==> src/rtl/cache_bus_arbiter_pkg.sv <==
// Shared types, defaults and the round-robin pick helper for the cache bus arbiter.
// Optional feature macro: ARB_TIMEOUT_EN (grant hold timeout).
package cache_arb_pkg;

   typedef enum logic [1:0] {
      IDLE    = 2'd0,
      GRANT_C = 2'd1,
      GRANT_M = 2'd2
   } arb_state_e;

   localparam int unsigned NUM_PROC_DEF       = 8;
   localparam int unsigned NUM_SNOOP_DEF      = 8;
   localparam int unsigned TIMEOUT_CYCLES_DEF = 256;

   // Widest requester vector the pick helper supports.
   localparam int unsigned RR_MAX_N = 32;
   localparam int unsigned RR_IDX_W = $clog2(RR_MAX_N);

   // One-hot pick of the first set request at or after (ptr+1) mod n, with wrap.
   function automatic logic [RR_MAX_N-1:0] rr_pick(input logic [RR_MAX_N-1:0] req,
                                                   input int unsigned ptr,
                                                   input int unsigned n);
      logic [RR_MAX_N-1:0] pick;
      logic                found;
      logic [RR_IDX_W-1:0] idx;
      pick  = '0;
      found = 1'b0;
      for (int unsigned i = 1; i <= RR_MAX_N; i++) begin
         if (i <= n) begin
            idx = RR_IDX_W'((ptr + i) % n);
            if (!found && req[idx]) begin
               pick[idx] = 1'b1;
               found     = 1'b1;
            end
         end
      end
      return pick;
   endfunction

endpackage

==> src/rtl/cache_bus_arbiter_if.sv <==
// Request/grant bundle between the cache controllers, memory and the bus arbiter.
// Optional feature macro: ARB_TIMEOUT_EN (drives Arb_timeout).
interface cache_bus_arbiter_if
   import cache_arb_pkg::*;
#(
   parameter int unsigned NUM_PROC  = NUM_PROC_DEF,
   parameter int unsigned NUM_SNOOP = NUM_SNOOP_DEF
);

   logic [NUM_PROC-1:0]  Com_Bus_Req_proc;
   logic [NUM_PROC-1:0]  Com_Bus_Gnt_proc;
   logic [NUM_SNOOP-1:0] Com_Bus_Req_snoop;
   logic [NUM_SNOOP-1:0] Com_Bus_Gnt_snoop;
   logic                 Mem_snoop_req;
   logic                 Mem_snoop_gnt;
   logic                 Bus_busy;
   logic                 Arb_timeout;

   // Requesters: caches and lower-level memory.
   modport master (
      output Com_Bus_Req_proc, Com_Bus_Req_snoop, Mem_snoop_req,
      input  Com_Bus_Gnt_proc, Com_Bus_Gnt_snoop, Mem_snoop_gnt, Bus_busy, Arb_timeout
   );

   // Arbiter.
   modport slave (
      input  Com_Bus_Req_proc, Com_Bus_Req_snoop, Mem_snoop_req,
      output Com_Bus_Gnt_proc, Com_Bus_Gnt_snoop, Mem_snoop_gnt, Bus_busy, Arb_timeout
   );

endinterface

==> src/rtl/cache_bus_arbiter_rr_arbiter.sv <==
// Non-preemptive round-robin arbiter with a lowest-priority fallback requester.
// Optional feature macro: ARB_TIMEOUT_EN (forced release after TIMEOUT grant cycles).
module rr_arbiter
   import cache_arb_pkg::*;
#(
   parameter int unsigned N       = 8,
   parameter int unsigned TIMEOUT = TIMEOUT_CYCLES_DEF
) (
   input  logic         clk,
   input  logic         rst,
   input  logic [N-1:0] req,
   input  logic         alt_req,
   output logic [N-1:0] gnt,
   output logic         alt_gnt,
   output logic         timeout
);

   arb_state_e          state;
   logic [RR_IDX_W-1:0] ptr;
   logic [RR_MAX_N-1:0] pick_full;
   logic [RR_IDX_W-1:0] pick_idx;

   // Next owner candidate and its index, from the current pointer.
   always_comb begin
      pick_full = rr_pick(RR_MAX_N'(req), 32'(ptr), N);
      pick_idx  = '0;
      for (int unsigned i = 0; i < RR_MAX_N; i++) begin
         if (pick_full[i]) pick_idx = RR_IDX_W'(i);
      end
   end

`ifdef ARB_TIMEOUT_EN
   localparam int unsigned CNT_W = $clog2(TIMEOUT + 1);
   logic [CNT_W-1:0] cnt;

   // Grant FSM with hold counter; the counter's last value forces release.
   always_ff @(posedge clk) begin
      if (rst) begin
         state   <= IDLE;
         ptr     <= RR_IDX_W'(N - 1);
         gnt     <= '0;
         alt_gnt <= 1'b0;
         timeout <= 1'b0;
         cnt     <= '0;
      end else begin
         timeout <= 1'b0;
         case (state)
            IDLE: begin
               if (|req) begin
                  gnt   <= pick_full[N-1:0];
                  ptr   <= pick_idx;
                  cnt   <= '0;
                  state <= GRANT_C;
               end else if (alt_req) begin
                  alt_gnt <= 1'b1;
                  cnt     <= '0;
                  state   <= GRANT_M;
               end
            end
            GRANT_C: begin
               if (!(|(req & gnt))) begin
                  gnt   <= '0;
                  state <= IDLE;
               end else if (cnt == CNT_W'(TIMEOUT - 1)) begin
                  gnt     <= '0;
                  timeout <= 1'b1;
                  state   <= IDLE;
               end else begin
                  cnt <= cnt + 1'b1;
               end
            end
            GRANT_M: begin
               if (!alt_req) begin
                  alt_gnt <= 1'b0;
                  state   <= IDLE;
               end else if (cnt == CNT_W'(TIMEOUT - 1)) begin
                  alt_gnt <= 1'b0;
                  timeout <= 1'b1;
                  state   <= IDLE;
               end else begin
                  cnt <= cnt + 1'b1;
               end
            end
            default: begin
               gnt     <= '0;
               alt_gnt <= 1'b0;
               state   <= IDLE;
            end
         endcase
      end
   end
`else
   // TIMEOUT only shapes the timeout build; here grants are held indefinitely.
   assign timeout = (TIMEOUT == 0) ? 1'b0 : 1'b0;

   // Grant FSM: hold the owner until it drops its request, then one idle cycle.
   always_ff @(posedge clk) begin
      if (rst) begin
         state   <= IDLE;
         ptr     <= RR_IDX_W'(N - 1);
         gnt     <= '0;
         alt_gnt <= 1'b0;
      end else begin
         case (state)
            IDLE: begin
               if (|req) begin
                  gnt   <= pick_full[N-1:0];
                  ptr   <= pick_idx;
                  state <= GRANT_C;
               end else if (alt_req) begin
                  alt_gnt <= 1'b1;
                  state   <= GRANT_M;
               end
            end
            GRANT_C: begin
               if (!(|(req & gnt))) begin
                  gnt   <= '0;
                  state <= IDLE;
               end
            end
            GRANT_M: begin
               if (!alt_req) begin
                  alt_gnt <= 1'b0;
                  state   <= IDLE;
               end
            end
            default: begin
               gnt     <= '0;
               alt_gnt <= 1'b0;
               state   <= IDLE;
            end
         endcase
      end
   end
`endif

endmodule

==> src/rtl/cache_bus_arbiter.sv <==
// Common-bus arbiter: independent proc-side and snoop-side round-robin grants,
// memory as lowest-priority snoop requester.
// Optional feature macro: ARB_TIMEOUT_EN (forced release and Arb_timeout pulse).
module cache_bus_arbiter
   import cache_arb_pkg::*;
#(
   parameter int unsigned NUM_PROC       = NUM_PROC_DEF,
   parameter int unsigned NUM_SNOOP      = NUM_SNOOP_DEF,
   parameter int unsigned TIMEOUT_CYCLES = TIMEOUT_CYCLES_DEF
) (
   input logic                 clk,
   input logic                 rst,
   cache_bus_arbiter_if.slave  bus
);

   logic [NUM_PROC-1:0]  gnt_proc;
   logic                 proc_alt_gnt;
   logic                 proc_timeout;
   logic [NUM_SNOOP-1:0] gnt_snoop;
   logic                 mem_gnt;
   logic                 snoop_timeout;

   rr_arbiter #(
      .N       (NUM_PROC),
      .TIMEOUT (TIMEOUT_CYCLES)
   ) u_proc (
      .clk     (clk),
      .rst     (rst),
      .req     (bus.Com_Bus_Req_proc),
      .alt_req (1'b0),
      .gnt     (gnt_proc),
      .alt_gnt (proc_alt_gnt),
      .timeout (proc_timeout)
   );

   rr_arbiter #(
      .N       (NUM_SNOOP),
      .TIMEOUT (TIMEOUT_CYCLES)
   ) u_snoop (
      .clk     (clk),
      .rst     (rst),
      .req     (bus.Com_Bus_Req_snoop),
      .alt_req (bus.Mem_snoop_req),
      .gnt     (gnt_snoop),
      .alt_gnt (mem_gnt),
      .timeout (snoop_timeout)
   );

   assign bus.Com_Bus_Gnt_proc  = gnt_proc;
   assign bus.Com_Bus_Gnt_snoop = gnt_snoop;
   assign bus.Mem_snoop_gnt     = mem_gnt;
   // Both are ORs of flop outputs, so they carry no extra latency; simultaneous
   // forced releases on the two sides merge into one pulse.
   assign bus.Bus_busy          = (|gnt_proc) | proc_alt_gnt | (|gnt_snoop) | mem_gnt;
   assign bus.Arb_timeout       = proc_timeout | snoop_timeout;

endmodule

==> src/flat_wrapper.sv <==
// flat-port wrapper written by rule: the top's interface ports become plain ports
module cache_bus_arbiter_flat import cache_arb_pkg::*;
#(
   parameter int unsigned NUM_PROC       = NUM_PROC_DEF,
   parameter int unsigned NUM_SNOOP      = NUM_SNOOP_DEF,
   parameter int unsigned TIMEOUT_CYCLES = TIMEOUT_CYCLES_DEF
)
  (clk, rst, bus_Com_Bus_Req_proc, bus_Com_Bus_Req_snoop, bus_Mem_snoop_req, bus_Com_Bus_Gnt_proc, bus_Com_Bus_Gnt_snoop, bus_Mem_snoop_gnt, bus_Bus_busy, bus_Arb_timeout);
  cache_bus_arbiter_if #(.NUM_PROC(NUM_PROC), .NUM_SNOOP(NUM_SNOOP)) bus_i ();
  input logic clk;
  input logic rst;
  input wire logic [$bits(bus_i.Com_Bus_Req_proc)-1:0] bus_Com_Bus_Req_proc;
  input wire logic [$bits(bus_i.Com_Bus_Req_snoop)-1:0] bus_Com_Bus_Req_snoop;
  input wire logic [$bits(bus_i.Mem_snoop_req)-1:0] bus_Mem_snoop_req;
  output wire logic [$bits(bus_i.Com_Bus_Gnt_proc)-1:0] bus_Com_Bus_Gnt_proc;
  output wire logic [$bits(bus_i.Com_Bus_Gnt_snoop)-1:0] bus_Com_Bus_Gnt_snoop;
  output wire logic [$bits(bus_i.Mem_snoop_gnt)-1:0] bus_Mem_snoop_gnt;
  output wire logic [$bits(bus_i.Bus_busy)-1:0] bus_Bus_busy;
  output wire logic [$bits(bus_i.Arb_timeout)-1:0] bus_Arb_timeout;
  assign bus_i.Com_Bus_Req_proc = bus_Com_Bus_Req_proc;
  assign bus_i.Com_Bus_Req_snoop = bus_Com_Bus_Req_snoop;
  assign bus_i.Mem_snoop_req = bus_Mem_snoop_req;
  assign bus_Com_Bus_Gnt_proc = bus_i.Com_Bus_Gnt_proc;
  assign bus_Com_Bus_Gnt_snoop = bus_i.Com_Bus_Gnt_snoop;
  assign bus_Mem_snoop_gnt = bus_i.Mem_snoop_gnt;
  assign bus_Bus_busy = bus_i.Bus_busy;
  assign bus_Arb_timeout = bus_i.Arb_timeout;
  cache_bus_arbiter #(.NUM_PROC(NUM_PROC), .NUM_SNOOP(NUM_SNOOP), .TIMEOUT_CYCLES(TIMEOUT_CYCLES)) u_core (.clk(clk), .rst(rst), .bus(bus_i));
endmodule
==> config.mk <==
export PLATFORM = sky130hd
export DESIGN_NAME = cache_bus_arbiter_flat
export DESIGN_NICKNAME = d
export VERILOG_FILES = /design/src/rtl/cache_bus_arbiter_pkg.sv /design/src/rtl/cache_bus_arbiter_if.sv /design/src/rtl/cache_bus_arbiter_rr_arbiter.sv /design/src/rtl/cache_bus_arbiter.sv /design/src/flat_wrapper.sv
export SDC_FILE = /design/constraint.sdc
export NUM_CORES = 1
export LEC_CHECK = 0
export BUFFER_PORTS_ARGS = -buffer_cell sky130_fd_sc_hd__buf_2
export CELL_PAD_IN_SITES_DETAIL_PLACEMENT = 1
export CELL_PAD_IN_SITES_GLOBAL_PLACEMENT = 1
export CORE_MARGIN = 3
export CORE_UTILIZATION = 41
export CTS_CLUSTER_SIZE = 28
export DETAILED_ROUTE_END_ITERATION = 10
export GPL_ROUTABILITY_DRIVEN = 1
export PLACE_DENSITY_LB_ADDON = 0.1
export SYNTH_ARGS = -nofsm -noshare
export SYNTH_HDL_FRONTEND = slang
export SYNTH_SLANG_ARGS = --single-unit
==> constraint.sdc <==
create_clock -name clk -period 3.11 [get_ports clk]
set_input_delay 0.4665 -clock clk [delete_from_list [all_inputs] [get_ports clk]]
set_output_delay 0.4665 -clock clk [all_outputs]
set_load 0.1 [all_outputs]
==> qor.yml <==
placed_design:
  place_hpwl_mm: 10.0
  placed_area_um2: 4040
  routabilityCongestion: 0.905
  placement.io_buffers: 36
timing:
  fmaxAchievable_mhz: 315
  final_max_slew_viol_count: 0
  period_needed_ns: 3.17
  post-route-period-util_pct: 102
  postLayoutSetupSlackWorst_ns: -0.0616
  finalSetupViolations: 1
  max_slew_margin_pct: 63.8
  grt_setup_unrepaired: "yes"
  tns_ns: -0.0616
  clock-skew-final_ns: 0.00355
  final_hold_viol_count: 0
  tightestPinTransition_ns: 0.540
cells_and_area:
  antenna_cells: 0
  design.final.nets: 530
  area_growth_pct: 23.8
  final_layout_size_suffix_gt1_share_pct: 37.8
  final_design_area_no_fill_um2: 4420
min_path:
  source_of_the_worst_hold_timing_path: "u_core.u_snoop.gnt[0]"
  holdPathStages: 2
  holdCritPathClass: "reg -> reg"
synthesis:
  syn_inst: 425
  yosys.cell_types.count: 78
  yosysMostFrequentCell: "nor2_1"
  synth_largest_area_cell: "dfxtp_1"
  synthesis.nets: 456
  ys_dominant_reg_cell: "dfxtp_1"
  ffs_latches_synth: 26
  synth_area_um2: 3570
  yosysWarningCount: 0
  post-synth-top-area-fraction_pct: 14.6
  synth.yosys.seq_area_share_pct: 14.6
  synth.avg_cell_area_um2: 8.39
  synth_enable_flop_cells: 0
  synthArstFlopShare_pct: 0
  synth_area_leaders: "dfxtp_1, mux2i_1, mux4_2"
  yosys-top-cells-count: "nor2_1, nand2_1, nand3_1, mux2i_1, dfxtp_1"
route:
  detail_route.iter0.violations: 254
  antenna_left: 0
  post_drt_wl_per_cell_um: 22.5
  via_per_inst: 6.53
  vias: 3936
  drcViolationCount: 0
  detail_route.wirelength_mm: 13.5
  detailedRoute.firstPassIterationCount: 4
critical_path:
  startpoint: "u_core.u_proc.ptr[1]"
  crit_buf_inv: 2
  critPathKind: "reg -> reg"
  critical_path.max_fanout: 5
  timing.rr.start: "u_core.u_proc.ptr[1]"
  critical-path-max-stage-delay_ns: 0.49
  cp_num_cells: 12
  timing.critical_path.required_ns: 3.33
  timing.critical_path.cells: "inv_2 > ha_4 > buf_12 > mux2i_2 > mux2i_1 > o221ai_2 > nand4b_4 > o41a_1 > a221oi_2 > a21oi_2 > a311oi_2 > a211o_1"
  setup.worst_path.end_class: "flop"
  critical-path-slowest-cell: "o41a_1"
  cp-start-kind: "flop"
  cp_data_arrival_time_ns: 3.39
  register_to_register_path_depth: 12
  cp_top_family: "compound AO/OA/AOI/OAI gates"
floorplanning:
  die_width_um: 99.3
  io_pins: 38
  die_h_um: 99.3
  core_um2: 8340
  initial_utilization_pct: 42.8
  die_area_um2: 9860
  placement_rows: 33
cts:
  cts_clock_pin_slew_for_the_worst_setup_and_hold_paths_ns: 0.09
  clk_latency_ns: 0.27
  tritoncts_clock_tree: "yes"
  cts.sinks: 26
  clockBufferDepth: 2
  h_tree_level_count: 1
  cts.root.buffer_cell: "clkbuf_8"
  tritoncts.num_buffers: 3
grt:
  pin_count_of_the_biggest_net_entering_global_routing: 30
  global_route_wire_length_before_repair_mm: 21.6
  first_global_vias: 3972
  grt-ovfl-total: 0
  gr-usage-all-layers_pct: 26.8
  antenna_violations_before_repair: 0
outcome:
  outcome: "finished with violations"
  failing_checks: "negative setup slack"
run:
  max_cap_viol_count: 0
[what timing repair did]
action,in CTS,in global routing
hold buffers,0,0
setup buffers,9,8
pin swaps,10,15
setup endpoints to repair,16,19
gates resized for setup,12,28
[flip-flops by register name (all words and copies together), names as in the netlist]
signal	count
u_core.u_snoop.state	2
u_core.u_proc.state	1
u_core.u_snoop.gnt	8
u_core.u_snoop.alt_gnt	1
u_core.u_proc.ptr	3
u_core.u_snoop.ptr	3
u_core.u_proc.gnt	8
[per-stage QoR]
stage | setup WS [ns] | std cells | hold WS (ns) | utilization [%]
floorplan | -0.0250 | 425 | 0.506 | -
global placement | 0.0256 | 582 | 0.479 | 48.5
detailed placement | -0.200 | 582 | 0.492 | 48.5
CTS | 0.000517 | 595 | 0.503 | 50.4
global route | -0.162 | 603 | 0.528 | 53.0
finish | -0.0616 | 603 | 0.497 | 53.0
[kinds of logic after synthesis]
group / after synthesis / share of synthesized area (%)
adders and majority gates: 12 / 4.21
AOI/OAI and AO/OA: 111 / 23.2
buffers and inverters: 42 / 8.52
and+or+nand+nor: 173 / 24.8
muxes: 52 / 21.1
other: 1 / 0.105
xor gates and xnor gates: 8 / 3.44
DFF: 26 / 14.6
[worst register-to-register path, cell delays in order (launching register included)]
cell and delay (ns):
dfxtp_1 0.36, inv_2 0.10, ha_4 0.30, buf_12 0.12
mux2i_2 0.27, mux2i_1 0.16, o221ai_2 0.37, nand4b_4 0.17
o41a_1 0.49, a221oi_2 0.30, a21oi_2 0.08, a311oi_2 0.27
a211o_1 0.13
[cell type report]
class / instances / area (um^2)
fill: 1021 / 3920
inverter: 11 / 57.6
timing repair buffer: 100 / 677
multi-input combinational: 357 / 2970
tap: 105 / 131
clock buffer: 4 / 55.1
sequential: 26 / 531
[layer usage]
layer  GRT usage (%)  up-vias  wire length, um
met5               0        -                0
met4            5.99        0              292
met3            2.66       32              963
met2            42.6      174             6280
met1            39.3     1919             6010
li1                -     1811                -
[worst paths after layout]
| kind | slack (ns) | endpoint |
|---|---|---|
| hold / removal | 0.50 | u_core.u_snoop.gnt[0] |
| hold reg to reg | 0.50 | u_core.u_snoop.gnt[0] |
| setup reg to reg | -0.06 | u_core.u_proc.ptr[0] |
| setup / recovery | -0.06 | u_core.u_proc.ptr[0] |
[cell usage in the layout, fill, tap and decap left out, types with 7 or more instances in the layout]
master   Yosys  layout
nor3_1      13      12
nand3_1     32      32
buf_4        6      61
mux2i_1     28      20
nand4_1     14      14
a22oi_1     13      12
mux4_2      12      14
nand2_1     32      32
nor2_1      40      39
buf_2        4      36
dfxtp_1     26      22
nor4_1      10       8
a21oi_1     24      20
ha_1        12       7
a31oi_1     13      12
Power is not shown: default switching activity piles up to over one toggle a cycle in this logic, so the estimate is an artifact.
